File: src/rtl/lsu_bus_master.sv
// Load/store initiator for the data-memory req/gnt bus: registers one access,
// holds req until gnt or timeout, and returns sign-extended load data.
module lsu_bus_master #(
  parameter int unsigned TIMEOUT = 255,
  parameter int unsigned CNT_W   = 8
) (
  input  logic        clk_i,
  input  logic        rst_ni,
  input  logic        lsu_valid_i,
  input  logic        lsu_we_i,
  input  logic [2:0]  lsu_funct3_i,
  input  logic [31:0] lsu_addr_i,
  input  logic [31:0] lsu_wdata_i,
  output logic        lsu_busy_o,
  output logic        lsu_done_o,
  output logic [31:0] lsu_rdata_o,
  output logic        lsu_misalign_o,
  output logic        lsu_fault_o,
  output logic        req_o,
  output logic        ce_o,
  output logic [31:0] addr_o,
  output logic [31:0] wdata_o,
  output logic        we_o,
  output logic [1:0]  hb_o,
  output logic        uload_o,
  input  logic        gnt_i,
  input  logic [31:0] rdata_i
);

  localparam int unsigned AW = 32;
  localparam int unsigned DW = 32;
  localparam logic [1:0] HB_BYTE = 2'b00;
  localparam logic [1:0] HB_HALF = 2'b01;
  localparam logic [1:0] HB_WORD = 2'b10;

  typedef enum logic [2:0] {
    IDLE = 3'b001,
    REQ  = 3'b010,
    RESP = 3'b100
  } state_e;

  state_e           state_q, state_d;
  logic [CNT_W-1:0] cnt_q, cnt_d;
  logic             req_q, req_d;
  logic             we_q, we_d;
  logic             done_q, done_d;
  logic             mis_q, mis_d;
  logic             fault_q, fault_d;
  logic             uload_q, uload_d;
  logic [1:0]       hb_q, hb_d;
  logic [AW-1:0]    addr_q, addr_d;
  logic [DW-1:0]    wdata_q, wdata_d;
  logic [DW-1:0]    rdata_q, rdata_d;

  logic             illegal;
  logic             misal;
  logic [1:0]       hb_dec;
  logic [DW-1:0]    load_ext;

  // Request decode: illegal encodings and alignment are judged on the raw inputs.
  always_comb begin
    illegal = (lsu_funct3_i == 3'b011) || (lsu_funct3_i == 3'b110) ||
              (lsu_funct3_i == 3'b111) || (lsu_we_i && lsu_funct3_i[2]);
    misal   = ((lsu_funct3_i[1:0] == 2'b10) && (lsu_addr_i[1:0] != 2'b00)) ||
              ((lsu_funct3_i[1:0] == 2'b01) && lsu_addr_i[0]);
    hb_dec  = (lsu_funct3_i[1:0] == 2'b11) ? HB_WORD : lsu_funct3_i[1:0];
  end

  // Slave data is already lane-extracted and zero-extended; only signed loads need work.
  always_comb begin
    load_ext = rdata_i;
    if (!uload_q && (hb_q == HB_BYTE)) begin
      load_ext = {{(DW-8){rdata_i[7]}}, rdata_i[7:0]};
    end else if (!uload_q && (hb_q == HB_HALF)) begin
      load_ext = {{(DW-16){rdata_i[15]}}, rdata_i[15:0]};
    end
  end

  always_ff @(posedge clk_i or negedge rst_ni) begin
    if (!rst_ni) begin
      state_q <= IDLE;
      cnt_q   <= '0;
      req_q   <= 1'b0;
      we_q    <= 1'b0;
      done_q  <= 1'b0;
      mis_q   <= 1'b0;
      fault_q <= 1'b0;
      uload_q <= 1'b0;
      hb_q    <= HB_WORD;
      addr_q  <= '0;
      wdata_q <= '0;
      rdata_q <= '0;
    end else begin
      state_q <= state_d;
      cnt_q   <= cnt_d;
      req_q   <= req_d;
      we_q    <= we_d;
      done_q  <= done_d;
      mis_q   <= mis_d;
      fault_q <= fault_d;
      uload_q <= uload_d;
      hb_q    <= hb_d;
      addr_q  <= addr_d;
      wdata_q <= wdata_d;
      rdata_q <= rdata_d;
    end
  end

  // Next state and next values of every registered output.
  always_comb begin
    state_d = state_q;
    cnt_d   = cnt_q;
    req_d   = req_q;
    we_d    = we_q;
    done_d  = 1'b0;
    mis_d   = 1'b0;
    fault_d = 1'b0;
    uload_d = uload_q;
    hb_d    = hb_q;
    addr_d  = addr_q;
    wdata_d = wdata_q;
    rdata_d = rdata_q;

    unique case (state_q)
      IDLE: begin
        if (lsu_valid_i) begin
          addr_d  = lsu_addr_i;
          wdata_d = lsu_wdata_i;
          we_d    = lsu_we_i;
          hb_d    = hb_dec;
          uload_d = lsu_we_i ? 1'b0 : lsu_funct3_i[2];
          if (illegal || misal) begin
            state_d = RESP;
            done_d  = 1'b1;
            mis_d   = 1'b1;
          end else begin
            state_d = REQ;
            cnt_d   = '0;
            req_d   = 1'b1;
          end
        end
      end
      REQ: begin
        // A grant in the final timeout cycle still completes normally.
        if (gnt_i) begin
          if (!we_q) begin
            rdata_d = load_ext;
          end
          state_d = RESP;
          req_d   = 1'b0;
          done_d  = 1'b1;
        end else if (cnt_q == CNT_W'(TIMEOUT - 1)) begin
          state_d = RESP;
          req_d   = 1'b0;
          done_d  = 1'b1;
          fault_d = 1'b1;
        end else begin
          cnt_d = cnt_q + CNT_W'(1);
        end
      end
      RESP: begin
        state_d = IDLE;
        req_d   = 1'b0;
      end
      default: begin
        state_d = IDLE;
        req_d   = 1'b0;
      end
    endcase
  end

  assign lsu_busy_o     = (state_q != IDLE);
  assign lsu_done_o     = done_q;
  assign lsu_rdata_o    = rdata_q;
  assign lsu_misalign_o = mis_q;
  assign lsu_fault_o    = fault_q;
  assign req_o          = req_q;
  assign ce_o           = req_q;
  assign addr_o         = addr_q;
  assign wdata_o        = wdata_q;
  assign we_o           = we_q;
  assign hb_o           = hb_q;
  assign uload_o        = uload_q;

endmodule

File: config.mk
export PLATFORM = sky130hd
export DESIGN_NAME = lsu_bus_master
export DESIGN_NICKNAME = d
export VERILOG_FILES = /design/src/rtl/lsu_bus_master.sv
export SDC_FILE = /design/constraint.sdc
export NUM_CORES = 1
export LEC_CHECK = 0
export ABC_AREA = 0
export BUFFER_PORTS_ARGS = -buffer_cell sky130_fd_sc_hd__buf_2
export CORE_MARGIN = 5
export CORE_UTILIZATION = 42
export CTS_CLUSTER_SIZE = 20
export DETAILED_ROUTE_END_ITERATION = 8
export HOLD_SLACK_MARGIN = 0.03
export PLACE_DENSITY = 0.87
export SETUP_SLACK_MARGIN = 0.2
export SYNTH_ARGS = -nofsm -noshare
export SYNTH_HDL_FRONTEND = slang
export SYNTH_SLANG_ARGS = --single-unit
File: constraint.sdc
create_clock -name clk_i -period 1.8 [get_ports clk_i]
set_clock_uncertainty 0.1 [all_clocks]
set_input_delay 0.36 -clock clk_i [delete_from_list [all_inputs] [get_ports clk_i]]
set_output_delay 0.36 -clock clk_i [all_outputs]
set_load 0.02 [all_outputs]
== Yosys cells after proc, flatten, opt, wreduce, memory -nomap -nowiden ==
Index checks and enable logic that the tools add are counted.
Word-level totals
  register bits: 115
  input bits: 104
  output and inout bits: 106
  word-level logic and storage cells: 76
Cells by class
  $add $sub $neg: 1
  equal/unequal tests: 16
  multiplexer cells: 27
  bitwise operators: 1
  reduce and logical (&&, ||, !) cells: 19
Operator list (count)
  two-way mux 32 bit: 2
  two-way mux 8 bit: 4
  case mux 8 bit (2 select lines): 1
  two-way mux 1 bit: 12
  two-way mux 3 bit: 4
  adder 8 x 1 -> 8 bit (second input constant): 1
  == test 8 bit (second input constant): 1
  inequality test 2 bit (second input constant): 4
  == test 3 x 2 -> 1 bit (second input constant): 2
  == test 3 bit (second input constant): 2
  case mux 3 bit (2 select lines): 1
  AND reduction 3 bit: 2
  logical AND 1 bit: 5
  logical OR 1 bit: 5
  AND reduction 5 bit: 1
  == test 2 x 1 -> 1 bit (second input constant): 2
  == test 2 bit (second input constant): 2
  case mux 1 bit (2 select lines): 2
  AND reduction 2 bit: 2
  nonzero test 2 bit: 2
  == test 3 x 1 -> 1 bit (second input constant): 1
  inequality test 3 x 1 -> 1 bit (second input constant): 1
  inequality test 3 bit (second input constant): 1
  zero test 2 bit: 1
  other kinds (3): 3

== Logic depth before layout (Yosys ltp) ==
  depth in word-level cells: 8
  depth in mapped cells: 7
  depth with buffers taken out: 6

== Worst setup path after synthesis ==
No wires, ideal clock.
  path kind: reg2reg
  start point: reg state_q[0]
  end point: reg cnt_q[4]
  library setup time: 78 ps
  arrival time: 1761 ps
  path slack: -139 ps
  stages on the path, launching flop included: 6
  path through: dfstp_2 -> or4bb_1 -> a32oi_2 -> o211ai_2 -> or3_1 -> a21oi_1
Between the ends
  longest elaborated chain between the ends: 3
  elaborated cells on any way between the ends: 9
RTL lines
  start: declaration: line 42  | state_e state_q, state_d;
  start signal: assignment: line 94  | state_q <= state_d;
  == test 3 x 2 -> 1 bit / == test 3 x 1 -> 1 bit (equally long branches): line 124  | unique case (state_q)
  inequality test 2 bit (no source line) / nonzero test 2 bit (equally long branches)
  AND reduction 5 bit (no source line)
  end signal: assignment: line 95  | cnt_q <= cnt_d;
  end: declaration: line 43  | logic [CNT_W-1:0] cnt_q, cnt_d;
Parallel ways exist; a longest one is shown, timed or not.
A chain may end at the register's enable or synchronous reset.

== Final worst setup path ==
  start point: reg state_q[0]
  end point: out lsu_busy_o
Between the ends
  longest elaborated chain between the ends: 1
RTL lines
  inequality test 3 x 1 -> 1 bit: line 172  | assign lsu_busy_o = (state_q != IDLE);
  end: declaration: line 14  | output logic lsu_busy_o,
No other way between the ends.

==> results.py <==
metrics = {
    "critical_path": {
        "slowest_delay_ns": 0.53,
        "crit_arrival_ns": 1.55,
        "critPathRequiredTime_ns": 1.34,
        "cpMostUsedCell": "buf_6",
        "path_class": "reg2out",
        "cp-end-kind": "primary output",
        "start_kind": "flip-flop",
        "cp_max_fo": 3,
        "slowest_stage": "dfstp_2",
        "worstPathCellList": "buf_6 -> nor3b_4 -> inv_2 -> buf_6",
    },
    "routing": {
        "drt-total-wl_um": 17900,
        "drcViolationCount": 0,
        "vias_per_cell": 5.01,
        "vias": 4954,
        "drt_pass1_iterations": 4,
        "ant_nets": 0,
        "wl_per_cell_um": 18.1,
        "first_iter_violations": 405,
    },
    "floorplanning": {
        "die_y_um": 115,
        "row_count": 38,
        "die_x_um": 115,
        "initial_core_util_pct": 42.7,
        "die_area_um2": 13200,
        "ioPinCount": 210,
        "fp.coreArea_um2": 10800,
    },
    "outcome": {
        "outcome": "finished with violations",
        "violations": "setup timing",
    },
    "run": {
        "drv_cap": 0,
    },
    "global_route": {
        "grt_overflow": 0,
        "antenna_found_initial": 1,
        "grt_max_degree": 43,
        "grt_pass1_vias": 5149,
        "grt_usage_pct": 25.0,
        "grt_pass1_wl_um": 25600,
    },
    "place": {
        "placed_area_um2": 6040,
        "numPortBuffers": 209,
        "preCtsSetupSlack_ns": -0.283,
        "dp_hpwl_um": 9130,
        "gp_congestion": 0.813,
        "placed_cells": 849,
    },
    "power": {
        "p_leak_nw": 4.53,
        "ir_worst_vdd_mv": 1.22,
        "power_density_nw_per_um2": 1860,
    },
    "layout": {
        "ff_latch_area_um2": 2880,
        "layout_common_cells": "buf_2, nand2_1, dfrtp_1",
        "stdcell_area_um2": 8640,
        "final_nets": 941,
        "instances_no_fill": 989,
        "fill_cells": 612,
        "areaGrowthSynthToFinish_pct": 87.5,
        "final_common_cell": "buf_2",
        "final_layout_size_suffix_gt1_share_pct": 53.2,
        "multi_input_comb_area_um2": 2250,
    },
    "timing": {
        "worstMarginPinSlew_ns": 0.507,
        "finalSetupTns_ns": -8.92,
        "slew_violations": 0,
        "setup_violations": 78,
        "slew_headroom_pct": 66.1,
        "fmax_ghz": 0.497,
        "timing.final.crit_share_pct": 112,
        "worst_slack_ns": -0.212,
        "period_needed_ns": 2.01,
        "rsz0062_at_grt": "yes",
        "hold_violations": 0,
    },
    "logic_synthesis": {
        "yosysTopAreaCell": "dfrtp_1",
        "ys_warn_count": 0,
        "ys_seq_elements": 115,
        "syn_inst": 494,
        "ys_types": 37,
        "synth_top_area_share_pct": 61.4,
        "avgSynthCellArea_um2": 9.33,
        "ys_seq_area_share_pct": 62.5,
        "synth_top_cells_by_area": "dfrtp_1, nand2_1, o21ai_0, a21oi_1, clkbuf_1",
        "synth_nets": 600,
        "syn_area_um2": 4610,
    },
    "clocking": {
        "cts-root-buf": "clkbuf_8",
        "clk_pin_slew_worst_paths_ns": 0.05,
        "clk_path_buf_depth": 2,
        "htree_levels": 4,
        "cts_buffers": 17,
        "clock_sinks": 115,
        "clk_latency_ns": 0.50,
        "cts_tree": "yes",
    },
    "hold_path": {
        "min_path_type": "in2reg",
    },
}
per-layer routing:
metal	wire [um]	vias to the layer above	GRT usage [%]
met4	640	0	10.6
li1	-	2293	-
met2	9390	226	43.9
met3	1360	51	7.47
met1	6470	2384	28.4
met5	0	-	0
per-stage QoR:
step / hold slack (ns) / util, % / power, mW
2_1_floorplan: -0.0356 / - / 7.80
3_3_place_gp: 0.189 / 56.0 / 9.64
3_5_place_dp: 0.190 / 56.0 / 9.83
4_1_cts: 0.0334 / 74.1 / 14.6
5_1_grt: 0.0482 / 80.0 / 16.9
6_report: 0.0376 / 80.1 / 16.1
critical path, delay by kind of cell (launching register included):
| family | cells | cell delay [ns] |
|---|---|---|
| buffers and inverters | 3 | 0.30 |
| and+or+nand+nor | 1 | 0.21 |
| DFF | 1 | 0.53 |
state kept, by name, summed over array words and instances (netlist names):
register	flops
lsu_rdata_o	32
lsu_misalign_o	1
we_o	1
lsu_done_o	1
hb_o	2
addr_o	32
wdata_o	32
lsu_fault_o	1
state_q	3
uload_o	1
ce_o	1
cnt_q	8
final timing paths:
check	from	endpoint	slack (ns)	cells after the start
setup / recovery	state_q[0]	lsu_busy_o	-0.21	4
hold / removal	rdata_i[10]	lsu_rdata_o[10]	0.04	3
setup reg to reg	state_q[0]	wdata_o[18]	-0.19	8
hold reg to reg	lsu_rdata_o[13]	lsu_rdata_o[13]	0.38	2
max in group asynchronous	rst_ni	state_q[0]	0.81	3
min in group asynchronous	rst_ni	lsu_rdata_o[20]	0.20	2
synth_stat cells, drive strengths merged:
cell / count
nand2: 232
dfrtp: 113
o21ai: 33
a21oi: 29
clkbuf: 21
nor2: 8
mux2: 7
buf: 5
inv: 5
or3: 4
nand4: 3
o211ai: 3
and2: 2
dfstp: 2
ha: 2
nand2b: 2
nand3: 2
nor3: 2
nor3b: 2
o21a: 2
xor2: 2
a21boi: 1
a221o: 1
a32oi: 1
a41oi: 1
and4: 1
mux2i: 1
nand3b: 1
o21bai: 1
o22ai: 1
or2b: 1
or3b: 1
or4: 1
or4bb: 1
cell families (layout without fill, tap and decap cells):
logic type	Yosys count	count (layout)	share of synthesized area (%)
AND/OR/NAND/NOR	263	263	23.0
adder cells (fa/ha/maj)	2	2	0.543
flip-flops	115	115	62.5
other	0	2	0
multiplexers	8	8	1.93
XOR/XNOR	2	2	0.380
AO/OA/AOI/OAI	73	73	8.91
buffers and inverters	31	384	2.72
where the power goes:
| part | internal [mW] | switching, mW |
|---|---|---|
| clock network | 1.98 | 1.15 |
| logic | 3.57 | 4.60 |
| registers | 3.78 | 1.01 |
timing repair:
item	CTS	global route
hold buffers	75	0
endpoints found under the hold margin	188	0
cloned	10	4
pin swaps	79	74
setup buffers	12	6
resized for setup	100	140
setup endpoints to repair	115	117
cell type report:
type,count,area share [%]
Antenna cell,2,0.0579
Timing Repair Buffer,348,32.0
Clock inverter,11,1.30
Tap cell,140,2.03
Clock buffer,20,5.04
Multi-Input combinational cell,348,26.0
Sequential cell,115,33.4
Inverter,5,0.217
Power figures use the tool's default switching activity.
